`config.mk`:
```
export PLATFORM = sky130hd
export DESIGN_NAME = multicycle_main_control_flat
export DESIGN_NICKNAME = d
export VERILOG_FILES = /design/src/rtl/main_ctrl_pkg.sv /design/src/rtl/multicycle_main_control_if.sv /design/src/rtl/main_ctrl_opcode_decode.sv /design/src/rtl/multicycle_main_control.sv /design/src/flat_wrapper.sv
export SDC_FILE = /design/constraint.sdc
export NUM_CORES = 1
export LEC_CHECK = 0
export CAP_MARGIN = 30
export CELL_PAD_IN_SITES_DETAIL_PLACEMENT = 1
export CELL_PAD_IN_SITES_GLOBAL_PLACEMENT = 1
export CORE_ASPECT_RATIO = 0.6
export CORE_MARGIN = 4
export CORE_UTILIZATION = 23
export CTS_CLUSTER_SIZE = 20
export DETAILED_ROUTE_END_ITERATION = 16
export GPL_TIMING_DRIVEN = 0
export PLACE_DENSITY_LB_ADDON = 0.15
export SYNTH_ARGS = -nofsm -noshare
export SYNTH_HDL_FRONTEND = slang
export SYNTH_HIERARCHICAL = 1
export SYNTH_SLANG_ARGS = --single-unit
```
`constraint.sdc`:
```
create_clock -name clk -period 3.67 [get_ports clk]
set_input_delay 0.5505 -clock clk [delete_from_list [all_inputs] [get_ports clk]]
set_output_delay 0.5505 -clock clk [all_outputs]
set_load 0.03 [all_outputs]
```
`src/rtl/main_ctrl_pkg.sv`:
```
// Shared types and codes for the multicycle RV32I main control FSM.
// State encodings, opcodes, instruction classes and datapath select codes.
package main_ctrl_pkg;

   typedef enum logic [3:0] {
      S_IDLE      = 4'd0,
      S_FETCH     = 4'd1,
      S_DECODE    = 4'd2,
      S_MEM_ADDR  = 4'd3,
      S_MEM_READ  = 4'd4,
      S_MEM_WB    = 4'd5,
      S_MEM_WRITE = 4'd6,
      S_EXEC_R    = 4'd7,
      S_EXEC_I    = 4'd8,
      S_ALU_WB    = 4'd9,
      S_BRANCH    = 4'd10,
      S_TRAP      = 4'd11
   } state_t;

   localparam logic [6:0] OP_LOAD   = 7'b0000011;
   localparam logic [6:0] OP_STORE  = 7'b0100011;
   localparam logic [6:0] OP_RTYPE  = 7'b0110011;
   localparam logic [6:0] OP_ITYPE  = 7'b0010011;
   localparam logic [6:0] OP_BRANCH = 7'b1100011;

   typedef enum logic [2:0] {
      C_LOAD    = 3'd0,
      C_STORE   = 3'd1,
      C_RTYPE   = 3'd2,
      C_ITYPE   = 3'd3,
      C_BRANCH  = 3'd4,
      C_ILLEGAL = 3'd5
   } iclass_t;

   localparam logic [1:0] ALUOP_ADD   = 2'b00;
   localparam logic [1:0] ALUOP_SUB   = 2'b01;
   localparam logic [1:0] ALUOP_FUNCT = 2'b10;

   localparam logic [1:0] SRCA_PC    = 2'b00;
   localparam logic [1:0] SRCA_OLDPC = 2'b01;
   localparam logic [1:0] SRCA_RS1   = 2'b10;

   localparam logic [1:0] SRCB_RS2  = 2'b00;
   localparam logic [1:0] SRCB_IMM  = 2'b01;
   localparam logic [1:0] SRCB_FOUR = 2'b10;

   localparam logic [1:0] RES_ALUOUT = 2'b00;
   localparam logic [1:0] RES_MEM    = 2'b01;
   localparam logic [1:0] RES_ALU    = 2'b10;

   localparam logic [2:0] F3_BEQ = 3'b000;

   typedef struct packed {
      logic       mem_req;
      logic       mem_we;
      logic       adr_src;
      logic       ir_write;
      logic       pc_write;
      logic       reg_write;
      logic [1:0] alu_src_a;
      logic [1:0] alu_src_b;
      logic [1:0] result_src;
      logic [1:0] alu_op;
      logic [3:0] funct;
      logic       illegal;
   } ctrl_t;

endpackage

```
`src/rtl/multicycle_main_control_if.sv`:
```
// Unified instruction/data memory request handshake.
// master = control FSM, slave = memory.
interface multicycle_main_control_if;
   logic mem_req;
   logic mem_we;
   logic adr_src;
   logic mem_ready;

   modport master (
      output mem_req,
      output mem_we,
      output adr_src,
      input  mem_ready
   );

   modport slave (
      input  mem_req,
      input  mem_we,
      input  adr_src,
      output mem_ready
   );
endinterface

```
`src/rtl/main_ctrl_opcode_decode.sv`:
```
// Combinational opcode to instruction-class decoder.
module main_ctrl_opcode_decode
   import main_ctrl_pkg::*;
(
   input  logic [6:0] opcode,
   output iclass_t    iclass
);

   always_comb begin
      iclass = C_ILLEGAL;
      unique case (1'b1)
         (opcode == OP_LOAD):   iclass = C_LOAD;
         (opcode == OP_STORE):  iclass = C_STORE;
         (opcode == OP_RTYPE):  iclass = C_RTYPE;
         (opcode == OP_ITYPE):  iclass = C_ITYPE;
         (opcode == OP_BRANCH): iclass = C_BRANCH;
         default:               iclass = C_ILLEGAL;
      endcase
   end

endmodule

```
`src/rtl/multicycle_main_control.sv`:
```
// Multicycle RV32I main control FSM (fetch/decode/execute/mem/writeback).
// Define MAIN_CTRL_RETIRE_CNT_EN to add the instret retired-instruction counter.
module multicycle_main_control
   import main_ctrl_pkg::*;
#(
   parameter int RETIRE_W    = 32,
   parameter bit TRAP_STICKY = 1'b1
) (
   input  logic                      clk,
   input  logic                      reset_n,
   multicycle_main_control_if.master mem,
   input  logic [6:0]                opcode,
   input  logic [2:0]                funct3,
   input  logic                      funct7_b5,
   input  logic                      zero,
   output logic                      ir_write,
   output logic                      pc_write,
   output logic                      reg_write,
   output logic [1:0]                alu_src_a,
   output logic [1:0]                alu_src_b,
   output logic [1:0]                result_src,
   output logic [1:0]                ALUOp,
   output logic [3:0]                Funct,
   output logic                      illegal,
`ifdef MAIN_CTRL_RETIRE_CNT_EN
   output logic [RETIRE_W-1:0]       instret,
`endif
   output logic [3:0]                state
);

   state_t  r_state;
   state_t  w_next;
   iclass_t w_iclass;
   ctrl_t   w_ctrl;

   main_ctrl_opcode_decode u_dec (
      .opcode (opcode),
      .iclass (w_iclass)
   );

   always_ff @(posedge clk or negedge reset_n) begin
      if (!reset_n) r_state <= S_IDLE;
      else          r_state <= w_next;
   end

   always_comb begin
      w_next = r_state;
      unique case (r_state)
         S_IDLE:   w_next = S_FETCH;
         S_FETCH:  if (mem.mem_ready) w_next = S_DECODE;
         S_DECODE: begin
            unique case (w_iclass)
               C_LOAD, C_STORE: w_next = S_MEM_ADDR;
               C_RTYPE:         w_next = S_EXEC_R;
               C_ITYPE:         w_next = S_EXEC_I;
               C_BRANCH:        w_next = S_BRANCH;
               default:         w_next = S_TRAP;
            endcase
         end
         S_MEM_ADDR: begin
            if (w_iclass == C_STORE) w_next = S_MEM_WRITE;
            else                     w_next = S_MEM_READ;
         end
         S_MEM_READ:  if (mem.mem_ready) w_next = S_MEM_WB;
         S_MEM_WB:    w_next = S_FETCH;
         S_MEM_WRITE: if (mem.mem_ready) w_next = S_FETCH;
         S_EXEC_R:    w_next = S_ALU_WB;
         S_EXEC_I:    w_next = S_ALU_WB;
         S_ALU_WB:    w_next = S_FETCH;
         S_BRANCH:    w_next = S_FETCH;
         S_TRAP:      if (!TRAP_STICKY) w_next = S_FETCH;
         default:     w_next = S_IDLE;
      endcase
   end

   // Moore decode; ir_write/pc_write in FETCH and BRANCH are the Mealy terms
   always_comb begin
      w_ctrl = '0;
      unique case (r_state)
         S_FETCH: begin
            w_ctrl.mem_req   = 1'b1;
            w_ctrl.alu_src_a = SRCA_PC;
            w_ctrl.alu_src_b = SRCB_FOUR;
            w_ctrl.alu_op    = ALUOP_ADD;
            w_ctrl.ir_write  = mem.mem_ready;
            w_ctrl.pc_write  = mem.mem_ready;
         end
         S_DECODE: begin
            w_ctrl.alu_src_a = SRCA_OLDPC;
            w_ctrl.alu_src_b = SRCB_IMM;
            w_ctrl.alu_op    = ALUOP_ADD;
         end
         S_MEM_ADDR: begin
            w_ctrl.alu_src_a = SRCA_RS1;
            w_ctrl.alu_src_b = SRCB_IMM;
            w_ctrl.alu_op    = ALUOP_ADD;
         end
         S_MEM_READ: begin
            w_ctrl.mem_req = 1'b1;
            w_ctrl.adr_src = 1'b1;
         end
         S_MEM_WB: begin
            w_ctrl.reg_write  = 1'b1;
            w_ctrl.result_src = RES_MEM;
         end
         S_MEM_WRITE: begin
            w_ctrl.mem_req = 1'b1;
            w_ctrl.mem_we  = 1'b1;
            w_ctrl.adr_src = 1'b1;
         end
         S_EXEC_R: begin
            w_ctrl.alu_src_a = SRCA_RS1;
            w_ctrl.alu_src_b = SRCB_RS2;
            w_ctrl.alu_op    = ALUOP_FUNCT;
            w_ctrl.funct     = {funct7_b5, funct3};
         end
         S_EXEC_I: begin
            // bit 30 is immediate data for addi, never a subtract
            w_ctrl.alu_src_a = SRCA_RS1;
            w_ctrl.alu_src_b = SRCB_IMM;
            w_ctrl.alu_op    = ALUOP_FUNCT;
            w_ctrl.funct     = {1'b0, funct3};
         end
         S_ALU_WB: begin
            w_ctrl.reg_write  = 1'b1;
            w_ctrl.result_src = RES_ALUOUT;
         end
         S_BRANCH: begin
            w_ctrl.alu_src_a  = SRCA_RS1;
            w_ctrl.alu_src_b  = SRCB_RS2;
            w_ctrl.alu_op     = ALUOP_SUB;
            w_ctrl.result_src = RES_ALUOUT;
            w_ctrl.pc_write   = zero & (funct3 == F3_BEQ);
         end
         S_TRAP:  w_ctrl.illegal = 1'b1;
         default: w_ctrl = '0;
      endcase
   end

   assign mem.mem_req = w_ctrl.mem_req;
   assign mem.mem_we  = w_ctrl.mem_we;
   assign mem.adr_src = w_ctrl.adr_src;
   assign ir_write    = w_ctrl.ir_write;
   assign pc_write    = w_ctrl.pc_write;
   assign reg_write   = w_ctrl.reg_write;
   assign alu_src_a   = w_ctrl.alu_src_a;
   assign alu_src_b   = w_ctrl.alu_src_b;
   assign result_src  = w_ctrl.result_src;
   assign ALUOp       = w_ctrl.alu_op;
   assign Funct       = w_ctrl.funct;
   assign illegal     = w_ctrl.illegal;
   assign state       = r_state;

`ifdef MAIN_CTRL_RETIRE_CNT_EN
   logic                w_retire;
   logic [RETIRE_W-1:0] r_instret;

   assign w_retire = (w_next == S_FETCH) &&
                     ((r_state == S_MEM_WB)    ||
                      (r_state == S_MEM_WRITE) ||
                      (r_state == S_ALU_WB)    ||
                      (r_state == S_BRANCH));

   always_ff @(posedge clk or negedge reset_n) begin
      if (!reset_n)      r_instret <= '0;
      else if (w_retire) r_instret <= r_instret + 1'b1;
   end

   assign instret = r_instret;
`endif

endmodule

```
`src/flat_wrapper.sv`:
```
// flat-port wrapper written by rule: the top's interface ports become plain ports
module multicycle_main_control_flat import main_ctrl_pkg::*;
#(
   parameter int RETIRE_W    = 32,
   parameter bit TRAP_STICKY = 1'b1
)
  (clk, reset_n, opcode, funct3, funct7_b5, zero, ir_write, pc_write, reg_write, alu_src_a, alu_src_b, result_src, ALUOp, Funct, illegal, state, mem_mem_req, mem_mem_we, mem_adr_src, mem_mem_ready);
  multicycle_main_control_if mem_i ();
  input  logic clk;
  input  logic reset_n;
  input  logic [6:0] opcode;
  input  logic [2:0] funct3;
  input  logic funct7_b5;
  input  logic zero;
  output logic ir_write;
  output logic pc_write;
  output logic reg_write;
  output logic [1:0] alu_src_a;
  output logic [1:0] alu_src_b;
  output logic [1:0] result_src;
  output logic [1:0] ALUOp;
  output logic [3:0] Funct;
  output logic illegal;
  output logic [3:0] state;
  output wire logic [$bits(mem_i.mem_req)-1:0] mem_mem_req;
  output wire logic [$bits(mem_i.mem_we)-1:0] mem_mem_we;
  output wire logic [$bits(mem_i.adr_src)-1:0] mem_adr_src;
  input wire logic [$bits(mem_i.mem_ready)-1:0] mem_mem_ready;
  assign mem_mem_req = mem_i.mem_req;
  assign mem_mem_we = mem_i.mem_we;
  assign mem_adr_src = mem_i.adr_src;
  assign mem_i.mem_ready = mem_mem_ready;
  multicycle_main_control #(.RETIRE_W(RETIRE_W), .TRAP_STICKY(TRAP_STICKY)) u_core (.clk(clk), .reset_n(reset_n), .mem(mem_i), .opcode(opcode), .funct3(funct3), .funct7_b5(funct7_b5), .zero(zero), .ir_write(ir_write), .pc_write(pc_write), .reg_write(reg_write), .alu_src_a(alu_src_a), .alu_src_b(alu_src_b), .result_src(result_src), .ALUOp(ALUOp), .Funct(Funct), .illegal(illegal), .state(state));
endmodule
```
Word level (Yosys, flattened, before mapping):

Cells that the tools add are included.

* bits of input ports: 15
* bits in registers: 4
* word-level logic and storage cells: 56
* output and inout bits: 23

* reductions and logical operators: 12
* multiplexer cells: 18
* equality and inequality tests: 23
* bitwise logic cells: 2

Operators with widths (count)
* 4-bit case mux with 4 select lines: 2
* 4-bit case mux with 8 select lines: 1
* 4-bit by 3-bit == test with 1-bit output (second input constant): 4
* 4-bit == test (second input constant): 4
* 3-bit case mux with 5 select lines: 1
* 7-bit by 6-bit == test with 1-bit output (second input constant): 2
* 4-bit two-way mux: 3
* 2-bit OR reduction: 6
* 4-bit by 2-bit == test with 1-bit output (second input constant): 2
* 4-bit case mux with 2 select lines: 1
* 7-bit by 2-bit == test with 1-bit output (second input constant): 1
* 7-bit by 5-bit == test with 1-bit output (second input constant): 1
* 7-bit == test (second input constant): 1
* 1-bit two-way mux: 7
* 3-bit by 2-bit == test with 1-bit output (second input constant): 2
* 3-bit logical NOT: 2
* 2-bit inequality test (second input constant): 3
* 4-bit by 1-bit == test with 1-bit output (second input constant): 1
* 4-bit logical NOT: 1
* 2-bit case mux with 2 select lines: 1
* 4-bit AND reduction: 1
* 4-bit OR reduction: 1
* 3-bit by 1-bit == test with 1-bit output (second input constant): 1
* 3-bit == test (second input constant): 1
* 5 further kinds: 5

Longest topological paths before layout:

* depth in word-level cells: 6
* depth in mapped cells: 5
* depth with buffers taken out: 5

Cells and area by module:

Netlist, hierarchy kept.

By module, submodules not included
* multicycle_main_control: seq. area each 100.1 sq um, cells an instance 64, area each 469.2 sq um, times used 1
* main_ctrl_opcode_decode: seq. area each 0.0 sq um, cells an instance 7, area each 55.1 sq um, times used 1

Worst setup path after synthesis:

No wires, ideal clock.

* path type: reg-to-output
* from: register u_core.r_state[2] (netlist: u_core/state[2])
* to: output pc_write
* buffers on the path: 1
* arrival time: 1.713 ns
* cell stages (with the launch flop): 4
* slack: 1.406 ns
* data required time: 3.119 ns
* cells stage by stage: dfrtp_1 > buf_2 > nor4_2 > a21o_1

* cells in the longest elaborated chain, start to end: 2
* elaborated cells between the ends (all ways): 3
* those cells by class: eq/ne: 2; mux: 1

RTL lines
* start, declared: RTL line multicycle_main_control.sv:31 `state_t r_state;`
* start signal, assigned: RTL line multicycle_main_control.sv:43 `else r_state <= w_next;`
* 4-bit == test / 4-bit by 1-bit == test with 1-bit output (equally long branches): RTL line multicycle_main_control.sv:79 `unique case (r_state)`
* 1-bit case mux with 2 select lines (*): RTL line multicycle_main_control.sv:79
* end, declared: RTL line flat_wrapper.sv:16 `output logic pc_write;`

Mark *: on every way between the ends. The rest lies on a longest branch, timed or not.

Worst setup path after layout:

* from: input mem_mem_ready
* to: output pc_write

* cells in the longest elaborated chain, start to end: 1

RTL lines
* start, declared: RTL line flat_wrapper.sv:28 `input wire logic [$bits(mem_i.mem_ready)-1:0] mem_mem_ready;`
* 1-bit case mux with 2 select lines: RTL line multicycle_main_control.sv:79

Every way passes these cells.

==> run_results.csv <==
group,metric,value,unit
status,status,"complete, no violations",
yosys,netlist_area,524,um2
routing,postRouteAntennaNets,0,
timing,period_needed,2.81,ns
timing,rsz0062_at_grt,"false",
placement,portBuffers,36,
layout,fillers,275,
timing,fmax,0.355,GHz
floorplanning,coreArea,2160,um2
floorplanning,rows,13,
global_routing,grt_max_degree,11,
clocking,cts-root-buf,"clkbuf_8",
flow_run,maxCapViolations,0,
layout,layout-drive-gt1-share,12.7,%
worst_setup_path,path_cells,"clkdlybuf4s50_1, inv_1, nor4_2, a21o_1, clkdlybuf4s50_1",
worst_setup_path,r2r_setup_slack,2.36,ns
worst_setup_path,path_delay_family,"buffers and inverters",
worst_setup_path,slowest_stage,"clkdlybuf4s50_1",
layout,fin_nets,127,
worst_setup_path,crit_top_cell,"clkdlybuf4s50_1",
routing,wl_met1,944,um
power_and_ir_drop,power.density,860,nW/um2
worst_setup_path,endpoint_kind,"output pin",
worst_setup_path,critical_path_required,3.12,ns
yosys,yosysSeqAreaShare,19.1,%
global_routing,grt-ovfl-total,0,
worst_setup_path,crit_start,"mem_mem_ready",
worst_setup_path,path_depth,5,
worst_setup_path,cp_max_fo,5,
routing,routed_wl,2070,um
floorplanning,start_util,24.2,%
worst_setup_path,reg2reg_depth,4,
placement,hpwl,1690,um
yosys,ys_types,33,
routing,drc,0,
timing,whs,0.538,ns
timing,finClkSkew,0.00390,ns
yosys,synthCells,71,
worst_setup_path,crit_path_max_incr_delay,0.67,ns
yosys,synth_top_area_share,19.1,%
routing,wire_per_inst,14.8,um
floorplanning,die_w,69.6,um
routing,firstDrtPassIters,4,
yosys,ys_warn_count,6,
clocking,cts_sinks,4,
timing,timing.final.crit_share,76.7,%
worst_setup_path,reg2reg_from,"u_core/state[2]",
min_path,hp-class,"input pin to asynchronous set/reset pin",
layout,syn2layout_area_growth,83.8,%
layout,largest_reg_flops,4,
power_and_ir_drop,peakVddDrop,0.000459,V
global_routing,grt_antenna_before_repair,0,
global_routing,grtUsageTotal,13.7,%
floorplanning,ioPinCount,38,
floorplanning,die_area,3130,um2
clocking,cts_hold_buf,0,
worst_setup_path,crit_type,"input pin to output pin",
clocking,cts_tree,"yes",
timing,final-setup-viol-count,0,
global_routing,grt_pass1_vias,708,
clocking,post_cts_buffers,0,
global_routing,grt_pass1_wl,3310,um
timing,fin_tns_setup,0,ns
worst_setup_path,crit_buf_inv,3,
placement,gp_congestion,0.800,
routing,vias_per_cell,5.03,
yosys,syn-num-nets,86,
layout,diodes,0,
yosys,synth_seq_cells,4,
clocking,h-tree-depth,1,
timing,final-hold-violation-count,0,
worst_setup_path,crit_arrival,2.26,ns
routing,drt-initial-drc-count,33,
routing,via_count,704,
yosys,yosys-top-cells-area,"dfrtp_1, nor2_1, a21oi_1",
routing,dr_wl_met2,989,um
floorplanning,die_height,45.0,um
clocking,cts.clk_slew.worst_paths,0.03,ns
power_and_ir_drop,cellLeakagePower,0.000394,uW
clocking,cts_made_buffers,3,
yosys,synth.avg_cell_area,7.38,um2
timing,report.final.slew_viol_count,0,
routing,route.met3.wl,123,um
worst_setup_path,cp-start-kind,"input pin",
yosys,netlist.top_cell.by_area,"dfrtp_1",
clocking,clk_path_buf_depth,2,
clocking,clock_latency,0.22,ns
clocking,cts_resized,0,
routing,highest_layer,"met4",
[power breakdown]
group	switching (uW)	total [uW]	internal, uW	leakage, uW
registers	27.8	93.0	65.2	0.0000507
logic	382	642	260	0.000322
clock network	23.1	93.1	69.9	0.0000216
total	433	828	395	0.000394
[worst register-to-register path: cells and delay by family, from the launching register on]
family | cells | cell delay, ns
AOI/OAI and AO/OA | 1 | 0.17
buffers and inverters | 1 | 0.23
DFF | 1 | 0.34
and+or+nand+nor | 2 | 0.50
[per-stage QoR]
stage	std cells	setup WS [ns]	area, um2	util, %	power (uW)
finish	140	0.856	963	44.5	828
global route	140	0.796	963	44.5	878
CTS	140	0.859	963	44.5	836
detailed placement	137	0.862	922	42.6	736
global placement	137	0.888	922	42.6	725
floorplan	71	1.41	524	-	478
[worst paths after layout]
check	to
max	pc_write
min	u_core/state[1]
max reg2reg	u_core/state[1]
min reg2reg	u_core/state[2]
max in group asynchronous	u_core/state[3]
min in group clk	u_core/state[2]
[cells in the mapped netlist]
library cell	instances
a211o_1	1
a21o_1	1
a21oi_1	5
a31o_2	1
and3b_1	2
and4bb_2	1
buf_2	4
buf_4	1
conb_1	1
dfrtp_1	4
inv_1	6
mux2_2	1
nand2_1	2
nand2b_1	3
nand2b_2	1
nand2b_4	1
nand3b_1	1
nand4b_1	1
nand4bb_1	1
nor2_1	10
nor2b_1	4
nor3_1	2
nor3b_1	3
nor4_2	1
nor4b_1	2
o211ai_1	2
o21ai_0	3
o21bai_1	1
o221ai_1	1
o22ai_1	1
o31a_1	1
or4_1	1
xor2_1	1
[metal layers]
metal	up-vias	global-route usage [%]
met5	-	0
met4	0	4.58
met3	2	3.56
met2	17	22.3
met1	355	18.1
li1	330	-
[area by class of cell]
type | instances | area (um2) | share of cell area [%]
inverter | 6 | 22.5 | 2.34
clock buffer | 3 | 41.3 | 4.29
timing repair buffer | 36 | 360 | 37.4
sequential | 4 | 100 | 10.4
buffer | 5 | 27.5 | 2.86
tap | 30 | 37.5 | 3.90
multi-input combinational | 56 | 374 | 38.8
[cells in the final DEF (no fill, tap or decap), types with 2 or more instances in the layout]
cell type        Yosys  layout
clkdlybuf4s50_1      0      36
nor2_1              10      10
inv_1                6       6
a21oi_1              5       5
buf_2                4       4
nor2b_1              4       4
dfrtp_1              4       4
clkbuf_8             0       3
nand2b_1             3       3
nor3b_1              3       3
o21ai_0              3       3
nor3_1               2       2
nand2_1              2       2
nor4b_1              2       2
o211ai_1             2       2
and3b_1              2       2
[cell families (layout without fill, tap and decap cells)]
logic type | Yosys count | count (layout) | share of synthesized area [%]
AO/OA/AOI/OAI | 17 | 17 | 21.2
XOR/XNOR | 1 | 1 | 1.67
AND/OR/NAND/NOR | 36 | 36 | 45.6
other | 1 | 1 | 0.715
buffers and inverters | 11 | 50 | 9.55
multiplexers | 1 | 1 | 2.15
flip-flops | 4 | 4 | 19.1
Power figures use the tool's default switching activity.
==> variant: new RTL, same settings <==
`TRAP_STICKY` is set to 1'b1 in 2 places; all go to 1'b0.
--- a/src/rtl/multicycle_main_control.sv
+++ b/src/rtl/multicycle_main_control.sv
@@ -4,7 +4,7 @@
    import main_ctrl_pkg::*;
 #(
    parameter int RETIRE_W    = 32,
-   parameter bit TRAP_STICKY = 1'b1
+   parameter bit TRAP_STICKY = 1'b0
 ) (
    input  logic                      clk,
    input  logic                      reset_n,
--- a/src/flat_wrapper.sv
+++ b/src/flat_wrapper.sv
@@ -2,7 +2,7 @@
 module multicycle_main_control_flat import main_ctrl_pkg::*;
 #(
    parameter int RETIRE_W    = 32,
-   parameter bit TRAP_STICKY = 1'b1
+   parameter bit TRAP_STICKY = 1'b0
 )
   (clk, reset_n, opcode, funct3, funct7_b5, zero, ir_write, pc_write, reg_write, alu_src_a, alu_src_b, result_src, ALUOp, Funct, illegal, state, mem_mem_req, mem_mem_we, mem_adr_src, mem_mem_ready);
   multicycle_main_control_if mem_i ();
Check against the original RTL: not equivalent (Yosys sat finds a counterexample within 10 cycles, from zero or initial values and one cycle with reset_n low).
==> variant against the original RTL <==
  * Cell area up 0.52%
  * Power about the same
  * Clock skew down 0.0037 ns
  * Cell count up 2.1%
  * Sequential cell count unchanged
  * Area after synthesis up 0.95%
  * Worst setup slack better by 0.024 ns
  * Register-to-register slack worse by 0.25 ns
  * Critical path type unchanged
  * Wire length down 3.9%
  * Global-route usage down 1.0 points
  * Critical endpoint unchanged
  * Combinational power up 1%
==> variant: results (changes against the original RTL) <==
stage;metric;value;unit;change
status;status;finished clean;;
layout;share of layout cells above drive strength 1;9.73;%;-3.0 points
yosys;warnings from Yosys;6;;unchanged
cts;worst-skew pair later-pin latency;0.21;ns;
layout;fin nets;130;;+2.4%
yosys;post-synthesis adder-cell area fraction;0;%;unchanged
cts;clock buffer depth;2;;unchanged
grt;vias in the first global route;637;;-10%
critical_path;reg2reg end;u_core/state[3];;
critical_path;CP arrival;2.24;ns;-0.02 ns
placement;port bufs;36;;unchanged
critical_path;crit-path max FO;2;;-3
placement;dpl cell area;927;µm²;+0.54%
critical_path;worst reg2reg startpoint;u_core/state[0];;
detailed_routing;vias per cell;4.68;;-7.0%
placement;dpl hpwl;1.70;mm;+0.48%
yosys;dominant synthesized flop cell;dfrtp_1;;
yosys;multiplexer share of the synthesized area;1.89;%;-0.26 points
yosys;async set-or-reset flop fraction in the synthesized netlist;100;%;unchanged
yosys;post-synthesis sequential area ratio;18.9;%;-0.18 points
cts;CTS Buf Count;3;;unchanged
critical_path;worst setup path startpoint;funct3[2];;
power;Leak Pwr;0.380;nW;-3.5%
yosys;Synth Area in XOR/XNOR;1.65;%;-0.016 points
detailed_routing;drt wl/cell;13.9;µm;-5.9%
placement;pre-CTS WS;0.916;ns;+0.0541 ns
detailed_routing;initial DRC count;35;;+6.1%
yosys;number of library cell types mapped by synthesis;33;;unchanged
grt;first-pass GRT wire length;3.11;mm;-6.1%
grt;total track usage;12.7;%;-1.0 points
critical_path;CP peak stage delay;0.66;ns;
critical_path;cell family with most CP delay;buffers and inverters;;
critical_path;reg2reg setup slack;2.11;ns;-0.25 ns
sta;Clock Skew;0.000207;ns;-0.00369 ns
critical_path;Reg2Reg Depth;4;;unchanged
yosys;Synth top cells by count;nor2_1 (10), a21oi_1 (6), nand2b_1 (6), nor2b_1 (6);;
yosys;Compound-Gate Fraction of Synth Area;28.4;%;+7.1 points
critical_path;slowest stage cell, crit path;clkdlybuf4s50_1;;
cts;clock-pin slew on the worst setup and hold paths;0.03;ns;about the same
yosys;Net Count, Synth;89;;+3.5%
placement;RePlAce Congestion;0.756;;-5.5%
detailed_routing;TritonRoute pass-1 iters;4;;unchanged
sta;period utilization;76.0;%;-0.66 points
sta;Slew Limit Headroom;58.8;%;
layout;max reg flops;4;;unchanged
power;maximum vdd ir drop;0.000330;V;-28%
yosys;top cells by area, synth;dfrtp_1 (19%), nand2b_1 (7.1%), nor2_1 (7.1%);;
variant: changes by cell type in the layout (fill, tap and decap cells not counted), moves of 2 or more:
cell	unedited run	this run
nor2b_1	4	6
buf_2	4	2
nand2b_1	3	6
inv_1	6	4
variant: per-layer routing:
layer  up-vias  part of all wire, %  routed length (µm)  GRT usage, %
li1        340                    -                   -             -
met5         -                    0                   0             0
met1       312                   54                1070          19.0
met3         4                  2.4                  48          1.56
met2        13                   42                 830          17.4
met4         0                  1.7                  33          6.87
variant: area by class of cell:
cell class              count  area (µm²)
clock buffers               3        41.3
inverters                   4        15.0
fillers                   278        1210
flip-flops and latches      4         100
plain buffers               5        25.0
repair buffers             36         360
well taps                  30        37.5
multi-input cells          61         389
variant: cell families after synthesis:
| kind of cell | count (synthesis) |
|---|---|
| other | 1 |
| buffers and inverters | 9 |
| AO/OA/AOI/OAI | 21 |
| XOR/XNOR | 1 |
| AND/OR/NAND/NOR | 37 |
| flip-flops | 4 |
| multiplexers | 1 |
variant: worst register-to-register path, delay by kind of cell (launching register included):
family	cells	cell delay, ns
AO/OA/AOI/OAI	2	0.50
flip-flops	1	0.41
AND/OR/NAND/NOR	1	0.15
buffers and inverters	1	0.35
variant: through the flow:
stage | power (mW) | utilization [%] | hold slack (ns) | cells
3_5_place_dp | 0.743 | 42.5 | 0.720 | 140
4_1_cts | 0.838 | 44.4 | 0.535 | 143
6_report | 0.828 | 44.4 | 0.535 | 143
5_1_grt | 0.886 | 44.4 | 0.541 | 143
2_1_floorplan | 0.486 | - | 0.255 | 74
3_3_place_gp | 0.737 | 42.5 | 0.721 | 140
variant: report_power, final:
group / switching (mW) / internal (mW) / total (mW)
clock network: 0.0201 / 0.0697 / 0.0897
logic: 0.387 / 0.264 / 0.651
registers: 0.0225 / 0.0653 / 0.0879
